===== config.mk =====
export PLATFORM = sky130hd
export DESIGN_NAME = mux_rr_arbiter
export DESIGN_NICKNAME = d
export VERILOG_FILES = /design/src/rtl/mux_arb_pkg.sv /design/src/rtl/MUX_2_to_1.sv /design/src/rtl/mux_arb_out_reg.sv /design/src/rtl/mux_rr_arbiter.sv
export SDC_FILE = /design/constraint.sdc
export NUM_CORES = 1
export LEC_CHECK = 0
export CORE_MARGIN = 4
export CORE_UTILIZATION = 38
export CTS_CLUSTER_SIZE = 40
export DETAILED_ROUTE_END_ITERATION = 8
export HOLD_SLACK_MARGIN = 0.03
export PLACE_DENSITY = 0.8
export SLEW_MARGIN = 0
export SYNTH_ARGS = -nofsm -noshare
export SYNTH_HDL_FRONTEND = slang
export SYNTH_SLANG_ARGS = --single-unit

===== constraint.sdc =====
create_clock -name clk_i -period 1.8 [get_ports clk_i]
set_input_delay 0.36 -clock clk_i [delete_from_list [all_inputs] [get_ports clk_i]]
set_output_delay 0.36 -clock clk_i [all_outputs]
set_load 0.1 [all_outputs]

===== src/rtl/mux_arb_pkg.sv =====
// Shared types and constants for the mux_rr_arbiter slice.
// Grant-state encoding and the width of the optional per-requester packet counters.
package mux_arb_pkg;

    typedef enum logic [1:0] {
        IDLE = 2'd0,
        GNT0 = 2'd1,
        GNT1 = 2'd2
    } arb_state_e;

    localparam int GCNT_W = 16;

    // Tie-break: ptr holds the requester served last, so the other one wins.
    function automatic arb_state_e tie_grant(input logic ptr);
        return ptr ? GNT0 : GNT1;
    endfunction

endpackage : mux_arb_pkg


===== src/rtl/MUX_2_to_1.sv =====
// Plain 2:1 mux of two size-bit words; select_i=1 picks data1_i.
module MUX_2_to_1 #(
    parameter int size = 32
) (
    input  logic [size-1:0] data0_i,
    input  logic [size-1:0] data1_i,
    input  logic            select_i,
    output logic [size-1:0] data_o
);

    assign data_o = select_i ? data1_i : data0_i;

endmodule : MUX_2_to_1


===== src/rtl/mux_arb_out_reg.sv =====
// One-entry registered output stage: load a new beat, hold it under backpressure,
// or drain it when the consumer takes it. A load wins over a drain (no bubble).
module mux_arb_out_reg #(
    parameter int size = 32
) (
    input  logic            clk,
    input  logic            rst_n,
    input  logic            load,
    input  logic [size-1:0] data_in,
    input  logic            last_in,
    input  logic            src_in,
    input  logic            ready,
    output logic [size-1:0] data,
    output logic            valid,
    output logic            last,
    output logic            src
);

    // NOTE: sequential state uses non-blocking assignments so every flop samples pre-edge values.
    always_ff @(posedge clk or negedge rst_n) begin
        if (!rst_n) begin
            data  <= '0;
            valid <= 1'b0;
            last  <= 1'b0;
            src   <= 1'b0;
        end else if (load) begin
            data  <= data_in;
            valid <= 1'b1;
            last  <= last_in;
            src   <= src_in;
        end else if (ready) begin
            valid <= 1'b0;
        end
    end

endmodule : mux_arb_out_reg


===== src/rtl/mux_rr_arbiter.sv =====
// Packet-locked round-robin arbiter for two requesters sharing one registered 2:1 mux path.
// Optional per-requester completed-packet counters: define MUX_RR_ARBITER_GRANT_CNT_EN.
module mux_rr_arbiter
    import mux_arb_pkg::*;
#(
    parameter int size = 32
) (
    input  logic                clk_i,
    input  logic                rst_i,
    input  logic [size-1:0]     data0_i,
    input  logic                valid0_i,
    input  logic                last0_i,
    output logic                ready0_o,
    input  logic [size-1:0]     data1_i,
    input  logic                valid1_i,
    input  logic                last1_i,
    output logic                ready1_o,
    output logic [size-1:0]     data_o,
    output logic                valid_o,
    output logic                last_o,
    output logic                src_o,
    input  logic                ready_i,
`ifdef MUX_RR_ARBITER_GRANT_CNT_EN
    output logic [GCNT_W-1:0]   gcnt0_o,
    output logic [GCNT_W-1:0]   gcnt1_o,
`endif
    output logic                select_o
);

    arb_state_e      state;
    arb_state_e      state_nxt;
    logic            ptr;
    logic            ptr_nxt;
    logic            sel_q;
    logic            space;
    logic            accept;
    logic [size-1:0] mux_data;
    logic            mux_last;

    // The output stage can take a beat when empty or when it drains this cycle.
    assign space = !valid_o || ready_i;

    // In IDLE the select keeps its last value so the mux never swings to an unselected source.
    assign select_o = (state == GNT1) || ((state == IDLE) && sel_q);

    // NOTE: every always_comb output gets a default first, so no path can infer a latch.
    always_comb begin
        state_nxt = state;
        ptr_nxt   = ptr;
        ready0_o  = 1'b0;
        ready1_o  = 1'b0;
        accept    = 1'b0;
        case (state)
            IDLE: begin
                if (valid0_i && valid1_i) begin
                    state_nxt = tie_grant(ptr);
                end else if (valid0_i) begin
                    state_nxt = GNT0;
                end else if (valid1_i) begin
                    state_nxt = GNT1;
                end
            end
            GNT0: begin
                ready0_o = space;
                accept   = valid0_i && space;
                if (accept && last0_i) begin
                    state_nxt = IDLE;
                    ptr_nxt   = 1'b0;
                end
            end
            GNT1: begin
                ready1_o = space;
                accept   = valid1_i && space;
                if (accept && last1_i) begin
                    state_nxt = IDLE;
                    ptr_nxt   = 1'b1;
                end
            end
            default: begin
                state_nxt = IDLE;
            end
        endcase
    end

    always_ff @(posedge clk_i or negedge rst_i) begin
        if (!rst_i) begin
            state <= IDLE;
            ptr   <= 1'b1;
            sel_q <= 1'b0;
        end else begin
            state <= state_nxt;
            ptr   <= ptr_nxt;
            sel_q <= select_o;
        end
    end

    MUX_2_to_1 #(.size(size)) u_data_mux (
        .data0_i  (data0_i),
        .data1_i  (data1_i),
        .select_i (select_o),
        .data_o   (mux_data)
    );

    MUX_2_to_1 #(.size(1)) u_last_mux (
        .data0_i  (last0_i),
        .data1_i  (last1_i),
        .select_i (select_o),
        .data_o   (mux_last)
    );

    mux_arb_out_reg #(.size(size)) u_out_reg (
        .clk     (clk_i),
        .rst_n   (rst_i),
        .load    (accept),
        .data_in (mux_data),
        .last_in (mux_last),
        .src_in  (select_o),
        .ready   (ready_i),
        .data    (data_o),
        .valid   (valid_o),
        .last    (last_o),
        .src     (src_o)
    );

`ifdef MUX_RR_ARBITER_GRANT_CNT_EN
    logic pkt_done;

    assign pkt_done = accept && mux_last;

    // Counters wrap naturally at 16'hFFFF -> 0.
    always_ff @(posedge clk_i or negedge rst_i) begin
        if (!rst_i) begin
            gcnt0_o <= '0;
            gcnt1_o <= '0;
        end else if (pkt_done) begin
            if (select_o) begin
                gcnt1_o <= gcnt1_o + 1'b1;
            end else begin
                gcnt0_o <= gcnt0_o + 1'b1;
            end
        end
    end
`endif

endmodule : mux_rr_arbiter


==> impl_metrics.py <==
metrics = {
    "run_status": {
        "status": "finished, final reports clean",
    },
    "sta": {
        "worst_pin_slew_ns": 0.691,
        "min_period_ns": 1.80,
        "relSlewSlack_pct": 53.9,
        "timing.final.ws_setup_ns": 0.00492,
        "final_max_slew_viol_count": 0,
        "rsz0062_at_grt": "true",
        "finClkSkew_ns": 0.00574,
        "hold_viol": 0,
        "max_freq_mhz": 557,
        "min_period_over_period_pct": 99.7,
        "setup_viol": 0,
    },
    "floorplanning": {
        "ios": 109,
        "die_h_um": 78.7,
        "fp.dieArea_sq_um": 6200,
        "die_w_um": 78.7,
        "rows": 25,
        "initial_core_util_pct": 39.7,
        "core_sq_um": 4790,
    },
    "grt": {
        "track_usage_pct": 16.7,
        "grt_max_degree": 41,
        "antenna_found_initial": 0,
        "grt_pass1_wl_um": 8010,
        "grt.overflow.total": 0,
        "first_global_vias": 1791,
    },
    "cells_and_area": {
        "num-fill-cells": 341,
        "synthToLayoutAreaGrowth_pct": 89.6,
        "utilization_pct": 75.3,
        "layout_common_cells": "69 x clkdlybuf4s50_1, 40 x buf_12, 37 x dfrtp_1, 36 x nand2_1, 33 x mux2i_1",
        "stdcell_count": 362,
        "num_antenna_cells": 0,
        "layout_commonest_cell": "clkdlybuf4s50_1",
        "drive_above_1_share_pct": 23.7,
        "nets": 368,
    },
    "clock_network": {
        "htreeDepth": 2,
        "clock-sinks": 39,
        "root_buffer": "clkbuf_8",
        "cts_buffers": 5,
        "clock_path_buffers": 2,
        "insertion_delay_ns": 0.29,
        "clk_pin_slew_ns": 0.08,
        "hold_buffers": 0,
        "cts_tree": "built",
    },
    "logic_synthesis": {
        "synth-seq-cells": 39,
        "syn_inst": 179,
        "synth_fp_nets": 253,
        "syn_avg_cell_area_sq_um": 10.6,
        "yosys_warnings": 0,
        "synth.distinct_cells": 28,
        "synth_top_family_by_area": "multiplexers",
        "synth_xor_area_share_pct": 0,
        "synthAdderAreaFrac_pct": 1.97,
        "muxShareOfSynthArea_pct": 17.4,
        "ys_seq_area_share_pct": 51.4,
        "synthSimpleGateAreaFrac_pct": 10.1,
        "syn_area_sq_um": 1900,
        "synth_compound_area_share_pct": 12.8,
    },
    "setup_path": {
        "crit_buf_inv": 3,
        "cp-start-kind": "flip-flop",
        "critical_path_class": "reg -> out",
        "reg2reg_slack_ns": 0.14,
        "crit_start": "state[1]",
        "cp_slowest_cell": "dfrtp_1",
        "r2r_start": "state[1]",
        "critPathMaxStageDelay_ns": 0.38,
        "cp_max_fo": 4,
        "critPathTopFamily": "buffers and inverters",
        "crit_required_ns": 1.44,
        "end_kind": "output port",
        "worstPathArrival_ns": 1.44,
        "crit_chain": "inv_1 > ha_4 > a21oi_4 > clkinvlp_4 > buf_12",
    },
    "placement": {
        "post-dp-hpwl_um": 4090,
        "routabilityCongestion": 0.832,
        "dp.cells": 350,
        "dp_worst_setup_slack_ns": 0.0302,
        "numPortBuffers": 108,
    },
    "drt": {
        "routed_wl_um": 5090,
        "first_pass_iters": 4,
        "vias": 1689,
        "vias_per_cell": 4.67,
        "ant_nets": 0,
        "wl_per_cell_um": 14.1,
        "drt_iter0_drc": 38,
        "drc": 0,
    },
    "run": {
        "maxCapViolations": 0,
    },
    "worst_hold_path": {
        "hold_class": "in -> async",
    },
}
-- state kept, by name (all words and copies together) (netlist names) --
register         flops
u_out_reg.data      32
state                2
ptr                  1
sel_q                1
u_out_reg.last       1
u_out_reg.src        1
u_out_reg.valid      1
-- worst register-to-register path, cell delays in order (launching register included) --
cell and delay (ns):
dfrtp_1 0.38, inv_1 0.09, ha_4 0.19, a21oi_4 0.18
buf_4 0.15, buf_6 0.21, mux2i_1 0.27, o21ai_1 0.08
-- layer usage --
layer	global-route usage, %	wire [um]	up-vias
met5	0	0	-
met4	6.82	118	0
met3	7.03	486	10
met2	28.5	2610	70
met1	18.2	1870	766
li1	-	-	843
-- final timing paths --
path,to,cells after the start
worst max-delay path,select_o,5
worst min-delay path,state[1],1
worst max register to register,u_out_reg.data[23],7
worst min register to register,ptr,1
max in group asynchronous,u_out_reg.data[9],2
min in group clk_i,ptr,1
-- through the flow --
| stage | hold slack [ns] | area [sq um] | TNS [ns] |
|---|---|---|---|
| 2_1_floorplan | 0.0644 | 1930 | -0.00208 |
| 3_3_place_gp | 0.431 | 3440 | 0 |
| 3_5_place_dp | 0.444 | 3440 | 0 |
| 4_1_cts | 0.126 | 3570 | -0.0123 |
| 5_1_grt | 0.174 | 3610 | -0.105 |
| 6_report | 0.109 | 3610 | 0 |
-- layout make-up --
| class | instances | area [sq um] | share of cell area (%) |
|---|---|---|---|
| multi-input cells | 123 | 832 | 23.1 |
| flip-flops and latches | 39 | 978 | 27.1 |
| well taps | 67 | 83.8 | 2.32 |
| clock buffers | 6 | 82.6 | 2.29 |
| clock inverters | 2 | 35.0 | 0.972 |
| inverters | 6 | 26.3 | 0.729 |
| repair buffers | 119 | 1570 | 43.5 |
-- Yosys cell counts --
cell type  count  area, sq um
a22o_2         1         10.0
dfrtp_1       38          951
ha_1           3         37.5
o21ai_1       29          145
clkbuf_2       2         10.0
nand2_1       36          135
mux2i_1       33          330
a31oi_1        1         6.26
nor3b_1        1         7.51
a21boi_0       1         7.51
and2_1         2         12.5
nand2b_4       1         13.8
buf_8          1         15.0
buf_2          2         10.0
a32o_1         1         10.0
o21ai_0        5         25.0
a22o_1         1         8.76
a221o_1        1         10.0
inv_1          6         22.5
dfstp_2        1         26.3
nand3_2        1         10.0
nand3_1        1         5.00
buf_6          5         56.3
nor2_1         1         3.75
nor3_1         1         5.00
a21oi_1        2         10.0
o32a_1         1         10.0
buf_4          1         7.51
-- what timing repair did --
item / in CTS / in global routing
setup buffers: 1 / 3
setup endpoints to repair: 1 / 11
resized for setup: 0 / 2
endpoints found under the hold margin: 0 / 0
pin swaps: 0 / 1
-- kinds of logic (layout without fill, tap and decap cells) --
family / Yosys count / in the layout
mux: 33 / 33
buf+inv: 17 / 133
simple gates: 44 / 44
flops: 39 / 39
compound gates: 43 / 43
fa+ha+maj: 3 / 3
Power is left out: the tool's default activity adds up to more than one toggle a clock period on the data nets, which glitch-free logic cannot reach.
